$ cat src/rtl/ipm_frame_loader_pkg.sv
// ipm_frame_loader_pkg
//   Shared widths for the router IPM path and the frame loader state encoding.
//   GLB_* values mirror the global data/address/offset widths of the router bus.
package ipm_frame_loader_pkg;

   localparam int GLB_D_LEN     = 16;
   localparam int GLB_DA_AWIDTH = 10;
   localparam int GLB_OFS_WIDTH = 10;

   typedef enum logic [2:0] {
      ST_IDLE  = 3'd0,
      ST_REQ   = 3'd1,
      ST_WRITE = 3'd2,
      ST_DROP  = 3'd3,
      ST_DONE  = 3'd4
   } ipm_state_e;

endpackage

$ cat src/rtl/ipm_frame_loader_sync_fifo.sv
// ipm_sync_fifo
//   Small synchronous show-ahead FIFO: dout always presents the oldest entry.
//   A push while full is accepted only when a pop happens in the same cycle.
// Ports
//   clk, rst      clock, synchronous active-high reset (flushes pointers)
//   push, din     write request and data
//   pop           read request (ignored when empty)
//   dout          oldest entry
//   full, empty   occupancy flags
module ipm_sync_fifo
   import ipm_frame_loader_pkg::*;
#(
   parameter int DEPTH = 8,
   parameter int WIDTH = GLB_D_LEN + 1
) (
   input  logic             clk,
   input  logic             rst,
   input  logic             push,
   input  logic [WIDTH-1:0] din,
   input  logic             pop,
   output logic [WIDTH-1:0] dout,
   output logic             full,
   output logic             empty
);

   localparam int AW = $clog2(DEPTH);

   logic [WIDTH-1:0] mem [DEPTH];
   logic [AW:0]      wr_ptr;
   logic [AW:0]      rd_ptr;
   logic             do_push;
   logic             do_pop;

   // extra pointer MSB distinguishes full from empty
   assign empty   = (wr_ptr == rd_ptr);
   assign full    = (wr_ptr[AW] != rd_ptr[AW]) && (wr_ptr[AW-1:0] == rd_ptr[AW-1:0]);
   assign do_pop  = pop && !empty;
   assign do_push = push && (!full || do_pop);
   assign dout    = mem[rd_ptr[AW-1:0]];

   always_ff @(posedge clk) begin
      if (rst) begin
         wr_ptr <= '0;
         rd_ptr <= '0;
      end else begin
         if (do_push) wr_ptr <= wr_ptr + (AW+1)'(1);
         if (do_pop)  rd_ptr <= rd_ptr + (AW+1)'(1);
      end
   end

   always_ff @(posedge clk) begin
      if (do_push) mem[wr_ptr[AW-1:0]] <= din;
   end

endmodule

$ cat src/rtl/ipm_frame_loader.sv
// ipm_frame_loader
//   Buffers a sample stream and writes one FRAME_LEN-word frame per request into
//   activation PRAM through the router IPM port. Short frames are zero padded,
//   long frames are truncated and their tail discarded; both flag frame_err.
// Ports
//   clk, rst                 clock, synchronous active-high reset
//   s_valid/s_ready/s_data/s_last   input sample stream
//   frame_base               PRAM base, captured when a frame starts
//   ipm_request/ipm_enable   router request / grant
//   ipm_wen/ipm_din/ipm_offset/ipm_base   registered write port
//   ipm_finish, frame_err    one-cycle status pulses
//   busy                     loader not idle
//
// state    | meaning
// ST_IDLE  | waiting for the first buffered sample of a frame
// ST_REQ   | requesting the router, waiting for grant
// ST_WRITE | writing words (from FIFO, or zeros in pad mode)
// ST_DROP  | discarding the tail of an over-long frame up to s_last
// ST_DONE  | one-cycle ipm_finish, request released
module ipm_frame_loader
   import ipm_frame_loader_pkg::*;
#(
   parameter int D_LEN      = GLB_D_LEN,
   parameter int DA_AWIDTH  = GLB_DA_AWIDTH,
   parameter int OFS_WIDTH  = GLB_OFS_WIDTH,
   parameter int FRAME_LEN  = 64,
   parameter int FIFO_DEPTH = 8
) (
   input  logic                 clk,
   input  logic                 rst,
   input  logic                 s_valid,
   output logic                 s_ready,
   input  logic [D_LEN-1:0]     s_data,
   input  logic                 s_last,
   input  logic [DA_AWIDTH-1:0] frame_base,
   output logic                 ipm_request,
   input  logic                 ipm_enable,
   output logic                 ipm_wen,
   output logic [D_LEN-1:0]     ipm_din,
   output logic [DA_AWIDTH-1:0] ipm_base,
   output logic [OFS_WIDTH-1:0] ipm_offset,
   output logic                 ipm_finish,
   output logic                 frame_err,
   output logic                 busy
);

   localparam logic [OFS_WIDTH-1:0] LAST_OFS = OFS_WIDTH'(FRAME_LEN - 1);
   localparam int LCW = $clog2(FIFO_DEPTH + 1);

   ipm_state_e           state;
   ipm_state_e           state_nxt;
   logic [OFS_WIDTH-1:0] cnt;
   logic                 pad;
   logic [LCW-1:0]       last_cnt;

   logic                 wen_q;
   logic [D_LEN-1:0]     din_q;
   logic [OFS_WIDTH-1:0] ofs_q;
   logic [DA_AWIDTH-1:0] base_q;
   logic                 err_q;

   logic                 fifo_push;
   logic                 fifo_pop;
   logic                 fifo_full;
   logic                 fifo_empty;
   logic [D_LEN:0]       fifo_dout;
   logic                 f_last;
   logic [D_LEN-1:0]     f_data;

   logic                 do_write;
   logic                 err_nxt;
   logic                 pad_set;
   logic                 start_frame;
   logic                 lc_inc;
   logic                 lc_dec;

   assign f_last = fifo_dout[D_LEN];
   assign f_data = fifo_dout[D_LEN-1:0];

   // While dropping, stop accepting once the terminating s_last word is buffered,
   // so the next frame's samples wait upstream until the drop completes.
   assign s_ready   = !rst && !fifo_full && !((state == ST_DROP) && (last_cnt != '0));
   assign fifo_push = s_valid && s_ready;

   ipm_sync_fifo #(
      .DEPTH (FIFO_DEPTH),
      .WIDTH (D_LEN + 1)
   ) u_fifo (
      .clk   (clk),
      .rst   (rst),
      .push  (fifo_push),
      .din   ({s_last, s_data}),
      .pop   (fifo_pop),
      .dout  (fifo_dout),
      .full  (fifo_full),
      .empty (fifo_empty)
   );

   always_comb begin
      state_nxt   = state;
      fifo_pop    = 1'b0;
      do_write    = 1'b0;
      err_nxt     = 1'b0;
      pad_set     = 1'b0;
      start_frame = 1'b0;
      case (state)
         ST_IDLE: begin
            if (!fifo_empty) begin
               state_nxt   = ST_REQ;
               start_frame = 1'b1;
            end
         end
         ST_REQ: begin
            if (ipm_enable) state_nxt = ST_WRITE;
         end
         ST_WRITE: begin
            if (ipm_enable && (pad || !fifo_empty)) begin
               do_write = 1'b1;
               fifo_pop = !pad;
               if (cnt == LAST_OFS) begin
                  if (pad || f_last) begin
                     state_nxt = ST_DONE;
                  end else begin
                     state_nxt = ST_DROP;
                     err_nxt   = 1'b1;
                  end
               end else if (!pad && f_last) begin
                  err_nxt = 1'b1;
                  pad_set = 1'b1;
               end
            end
         end
         ST_DROP: begin
            if (!fifo_empty) begin
               fifo_pop = 1'b1;
               if (f_last) state_nxt = ST_DONE;
            end
         end
         ST_DONE: begin
            state_nxt = ST_IDLE;
         end
         default: begin
            state_nxt = ST_IDLE;
         end
      endcase
   end

   assign lc_inc = fifo_push && s_last;
   assign lc_dec = fifo_pop && !fifo_empty && f_last;

   always_ff @(posedge clk) begin
      if (rst) begin
         state    <= ST_IDLE;
         cnt      <= '0;
         pad      <= 1'b0;
         last_cnt <= '0;
         wen_q    <= 1'b0;
         din_q    <= '0;
         ofs_q    <= '0;
         base_q   <= '0;
         err_q    <= 1'b0;
      end else begin
         state <= state_nxt;
         if (start_frame) begin
            base_q <= frame_base;
            cnt    <= '0;
            pad    <= 1'b0;
         end
         // counter saturates at the last offset; the frame ends there anyway
         if (do_write && (cnt != LAST_OFS)) cnt <= cnt + OFS_WIDTH'(1);
         if (pad_set) pad <= 1'b1;
         if (lc_inc && !lc_dec)      last_cnt <= last_cnt + LCW'(1);
         else if (lc_dec && !lc_inc) last_cnt <= last_cnt - LCW'(1);
         wen_q <= do_write;
         if (do_write) begin
            din_q <= pad ? '0 : f_data;
            ofs_q <= cnt;
         end
         err_q <= err_nxt;
      end
   end

   assign ipm_request = (state == ST_REQ) || (state == ST_WRITE);
   assign ipm_wen     = wen_q;
   assign ipm_din     = din_q;
   assign ipm_offset  = ofs_q;
   assign ipm_base    = base_q;
   assign ipm_finish  = (state == ST_DONE);
   assign frame_err   = err_q;
   assign busy        = (state != ST_IDLE);

endmodule

$ cat config.mk
export PLATFORM = sky130hd
export DESIGN_NAME = ipm_frame_loader
export DESIGN_NICKNAME = d
export VERILOG_FILES = /design/src/rtl/ipm_frame_loader_pkg.sv /design/src/rtl/ipm_frame_loader_sync_fifo.sv /design/src/rtl/ipm_frame_loader.sv
export SDC_FILE = /design/constraint.sdc
export NUM_CORES = 1
export LEC_CHECK = 0
export CORE_MARGIN = 5
export CORE_UTILIZATION = 50
export DETAILED_ROUTE_END_ITERATION = 6
export PLACE_DENSITY_LB_ADDON = 0.3
export SKIP_CTS_REPAIR_TIMING = 1
export SYNTH_ARGS = -nofsm -noshare
export SYNTH_HDL_FRONTEND = slang
export SYNTH_SLANG_ARGS = --single-unit
$ cat constraint.sdc
create_clock -name clk -period 4.1 [get_ports clk]
set_input_delay 0.82 -clock clk [delete_from_list [all_inputs] [get_ports clk]]
set_output_delay 0.82 -clock clk [all_outputs]
set_load 0.02 [all_outputs]
======== Word-level counts from Yosys, hierarchy flattened ========
Memories as Yosys holds them, arrays and structs flattened. A register that Yosys moved wholly into a read port is not among the register bits.
Index checks and enable logic that the tools add are counted.
operators by class
  multiplexer cells ....................... 31
  add/subtract/negate cells ............... 5
  reductions and logical operators ........ 33
  bitwise operators ....................... 2
  eq/ne operators ......................... 15
operators by type and width
  cell                                                                      count
  3-bit two-way mux                                                         9
  10-bit two-way mux                                                        2
  16-bit two-way mux                                                        1
  1-bit two-way mux                                                         15
  1-bit logical AND                                                         14
  4-bit by 1-bit adder with 4-bit output, second input constant             3
  2-bit inequality test, second input constant                              6
  3-bit one-hot mux with 4 select lines                                     1
  10-bit by 1-bit adder with 10-bit output, second input constant           1
  10-bit by 6-bit == test with 1-bit output, second input constant          1
  10-bit by 6-bit inequality test with 1-bit output, second input constant  1
  4-bit two-way mux                                                         2
  1-bit logical NOT                                                         7
  3-bit by 2-bit == test with 1-bit output, second input constant           2
  6-bit AND reduction                                                       1
  2-bit nonzero test                                                        3
  4-bit == test                                                             1
  1-bit logical OR                                                          4
  4-bit nonzero test                                                        1
  4-bit by 1-bit subtractor with 4-bit output, second input constant        1
  3-bit by 1-bit == test with 1-bit output, second input constant           1
  3-bit == test                                                             1
  3-bit == test, second input constant                                      1
  3-bit logical NOT                                                         1
  other kinds (5)                                                           6
word-level totals
  memories kept ........................... 1
  bits of input ports ..................... 31
  bits in writable memories ............... 136
  register bits after elaboration ......... 64
  logic and storage cells ................. 98
  output and inout bits ................... 42
memory list
  memory      depth  bits a word  read ports  clocked after memory_dff  wr ports  RTL line                          RTL
  u_fifo.mem  8      17           1           1                         1         ipm_frame_loader_sync_fifo.sv:28  logic [WIDTH-1:0] mem [DEPTH];

======== Longest topological paths before layout ========
  depth after elaboration ................. 11
  gate-level depth with buffers ........... 15
  mapped depth without buffers ............ 12

======== By module ========
A second synthesis with hierarchy kept.
unflattened totals
  cell total of the unflattened synthesis .. 562
  area, all modules ....................... 8,139.1 um^2
modules (own cells, without submodules)
  module            cells each  seq. area each (um^2)  instances  area an instance (um^2)
  ipm_sync_fifo     268         4,304.1                1          5,710.5
  ipm_frame_loader  294         1,121.1                1          2,428.6

======== Worst setup path after synthesis ========
OpenSTA, ideal clock, no wires.
  path type ............................... reg2reg
  start ................................... reg last_cnt[0]
  end ..................................... mem u_fifo.mem[0][0] (netlist name), enable pin
  period minus slack after synthesis ...... 3.389 ns
  cell stages (with the launch flop) ...... 7
  arrival ................................. 2.976 ns
  required time ........................... 3.687 ns
  slack ................................... 0.711 ns
  library setup time ...................... 0.413 ns
  path buffers ............................ 0
  cells stage by stage .................... dfxtp_1 or4_1 a31oi_1 and2_1 nand2_1 or2_2 nor3_1
between the ends
  longest elaborated chain between the ends .. 8
RTL lines
  item                                     RTL line                          RTL
  start: declaration                       ipm_frame_loader.sv:54            logic [LCW-1:0] last_cnt;
  start signal: assignment                 ipm_frame_loader.sv:172           if (lc_inc && !lc_dec) last_cnt <= last_cnt + LCW'(1);
  start signal: assignment                 ipm_frame_loader.sv:173           else if (lc_dec && !lc_inc) last_cnt <= last_cnt - LCW'(1);
  4-bit nonzero test                       ipm_frame_loader.sv:82            assign s_ready = !rst && !fifo_full && !((state == ST_DROP) && (last_cnt != '0));
  1-bit logical AND                        ipm_frame_loader.sv:82
  1-bit logical NOT                        ipm_frame_loader.sv:82
  1-bit logical AND                        ipm_frame_loader.sv:82
  via s_ready                              ipm_frame_loader.sv:32            output logic s_ready,
  1-bit logical AND                        ipm_frame_loader.sv:83            assign fifo_push = s_valid && s_ready;
  1-bit logical AND                        ipm_frame_loader_sync_fifo.sv:38  assign do_push = push && (!full || do_pop);
  1-bit two-way mux                        ipm_frame_loader_sync_fifo.sv:52  if (do_push) mem[wr_ptr[AW-1:0]] <= din;
  1-bit two-way mux (implied by the code)  ipm_frame_loader_sync_fifo.sv:52
  end: declaration                         ipm_frame_loader_sync_fifo.sv:28
The timed path passes the listed nets, and every way through them passes these cells.

======== Final worst setup path ========
  start ................................... reg last_cnt[0]
  end ..................................... out s_ready
between the ends
  longest elaborated chain between the ends .. 4
RTL lines
  item                RTL line
  4-bit nonzero test  ipm_frame_loader.sv:82
  1-bit logical AND   ipm_frame_loader.sv:82
  1-bit logical NOT   ipm_frame_loader.sv:82
  1-bit logical AND   ipm_frame_loader.sv:82
  end: declaration    ipm_frame_loader.sv:32
No other way between the ends.

==> impl_metrics.py <==
metrics = {
    "sta": {
        "rsz0062_at_grt": "no",
        "setup_viol": 0,
        "fmax_ghz": 0.300,
        "setup_ws_ps": 771,
        "period_needed_ps": 3330,
        "period_share": 0.812,
        "slew_viol_final": 0,
        "relSlewSlack": 0.491,
        "tightest_slew_ps": 762,
        "setup_tns_ps": 0,
        "clock_skew_ps": 13.0,
        "hold_viol_final": 0,
    },
    "route": {
        "dr.first_iter.drc_count": 353,
        "viasPerCell": 5.43,
        "routedWlPerCell_um": 18.7,
        "dr.pass1.iters": 4,
        "ant_nets": 0,
        "totalWireLength_um": 16000,
        "vias": 4658,
        "drc_errors": 0,
    },
    "worst_setup_path": {
        "worstSetupStartpointType": "flop",
        "critical_path_class": "reg -> out",
        "cp-end-kind": "output port",
        "cp_slowest_cell": "clkdlybuf4s50_1",
        "path_delay_family": "simple AND/OR/NAND/NOR gates",
        "path_cells": "or4_1, a31oi_1, and2_1, clkdlybuf4s50_1",
        "crit_fanout": 4,
        "arrival_ps": 2510,
        "crit_required_ps": 3280,
        "path_buf_inv": 1,
        "cp_slowest_stage_delay_ps": 650,
    },
    "clock_tree": {
        "clk_pin_slew_ps": 60,
        "clkLatencyLatePin_ps": 490,
        "cts_tree": "done",
        "cts_made_buffers": 21,
        "clock-sinks": 203,
        "clock_tree.root_cell": "clkbuf_16",
        "clockBufferDepth": 3,
        "cts_max_level": 1,
    },
    "synthesis": {
        "synth_edf_count": 136,
        "ys_seq_elements": 203,
        "syn_area_mm2": 0.00797,
        "synthArstFlopShare": 0,
        "ys.flop_type": "edfxtp_1",
        "synth_nets": 589,
        "synth_cells": 551,
        "syn_area_per_cell_um2": 14.5,
        "yosys_warnings": 0,
        "ys_types": 47,
        "ys_seq_area_frac": 0.681,
    },
    "layout": {
        "final_nets": 667,
        "drive_gt1_frac": 0.139,
        "syn_to_final_growth_pct": 20.0,
        "fin_util": 0.606,
        "stdcell_count": 858,
        "antenna_cells": 0,
    },
    "die": {
        "dieHeight_um": 136,
        "initial_core_util": 0.505,
        "core-area_mm2": 0.0158,
        "fp-row-count": 46,
        "boundaryPins": 73,
        "die_w_um": 136,
        "dieArea_mm2": 0.0186,
    },
    "worst_hold_path": {
        "holdCritPathClass": "reg -> reg",
    },
    "run_status": {
        "outcome": "completed",
    },
    "grt": {
        "grt_usage": 0.174,
        "grt_antenna_before_repair": 0,
        "grt_pass1_vias": 4740,
        "grt_max_degree": 67,
        "overflow": 0,
        "grt_pass1_wl_um": 25000,
    },
    "power_and_ir_drop": {
        "powerDensity_mw_per_mm2": 449,
        "ir_worst_vdd_mv": 0.360,
        "design_power_total_uw": 4300,
        "p_leak_uw": 0.00310,
    },
    "place": {
        "gp_congestion": 0.786,
        "placedCellCount": 822,
        "dpl_worst_slack_ps": 627,
        "dp_hpwl_um": 10100,
        "numPortBuffers": 72,
    },
    "flow_run": {
        "cap_violations": 0,
    },
}
per-layer routing:
layer | vias up | global-route usage | routed length, um
met5 | - | 0 | 0
met4 | 0 | 0.0515 | 300
met3 | 28 | 0.0274 | 879
met2 | 141 | 0.319 | 8380
met1 | 2264 | 0.212 | 6470
li1 | 2225 | - | -
final cells by class:
class / count / area [um^2]
Clock inverter: 10 / 80.1
Inverter: 4 / 15.0
Tap cell: 216 / 270
Multi-Input combinational cell: 310 / 2380
Clock buffer: 26 / 544
Timing Repair Buffer: 89 / 843
Sequential cell: 203 / 5430
Fill cell: 1223 / 6210
worst reg2reg max path, cell delays in order, from the launching register on:
cell and delay (ps):
dfxtp_1 490, xor2_1 120, or4b_1 730, and3_1 330, nand2_1 90, ha_1 170, inv_1 90, ha_1 290
a21o_1 180, a21oi_1 160, xnor2_1 100, or3_1 320, a21oi_1 140
logic make-up after synthesis:
| kind of cell | count (synthesis) | synth area share |
|---|---|---|
| xor+xnor | 14 | 0.0154 |
| flops | 203 | 0.681 |
| mux | 56 | 0.125 |
| compound gates | 72 | 0.0525 |
| buf+inv | 38 | 0.0210 |
| fa+ha+maj | 7 | 0.0119 |
| simple gates | 161 | 0.0935 |
synthesized netlist by cell type (7+ instances only):
library cell / number / share of area
clkbuf_1: 17 / 0.0080
xor2_1: 7 / 0.0077
and3_1: 7 / 0.0055
nand2_1: 51 / 0.024
mux2i_1: 20 / 0.025
a21oi_1: 52 / 0.033
xnor2_1: 7 / 0.0077
nor3_1: 21 / 0.013
edfxtp_1: 136 / 0.51
nor2_1: 50 / 0.024
buf_2: 14 / 0.0088
dfxtp_1: 67 / 0.17
mux4_2: 34 / 0.096
sequential cells by signal, indices dropped and copies added, names as in the netlist, named ones only:
signal         flops
cnt               10
frame_err          1
ipm_base          10
ipm_din           16
ipm_offset        10
ipm_wen            1
last_cnt           4
pad                1
state              3
u_fifo.mem       136
u_fifo.rd_ptr      4
u_fifo.wr_ptr      4
metrics by stage:
stage	area (um^2)	hold slack [ps]
after detailed placement	8940	446
after floorplan	7970	450
after global placement	8940	441
final	9560	451
after global routing	9560	467
after CTS	9560	454
placed cells by master, fill, tap and decap left out, types with 4 or more instances in the layout:
cell type and n:
xnor2_1 7, and3_1 7, inv_1 4, a21oi_1 52
dfxtp_1 66, clkdlybuf4s50_1 71, nor2_1 50, ha_1 6
clkbuf_1 5, nand2_1 51, mux4_2 34, clkbuf_16 21
edfxtp_1 136, mux2i_1 20, nor3_1 19, o21ai_0 6
buf_4 17, xor2_1 7
power by group:
part           switching (uW)  total, uW  internal (uW)
Combinational             175        316            140
Clock                     732       1740           1000
Sequential               28.7       2250           2220
path summary, 6_finish.rpt:
check / endpoint / startpoint / depth (start not counted) / slack, ps
setup / recovery: s_ready / last_cnt[0] / 4 / 770
hold / removal: ipm_base[9] / ipm_base[9] / 2 / 450
setup reg to reg: last_cnt[3] / u_fifo.wr_ptr[1] / 12 / 810
hold reg to reg: ipm_base[9] / ipm_base[9] / 2 / 450
(Power assumes the default switching activity.)
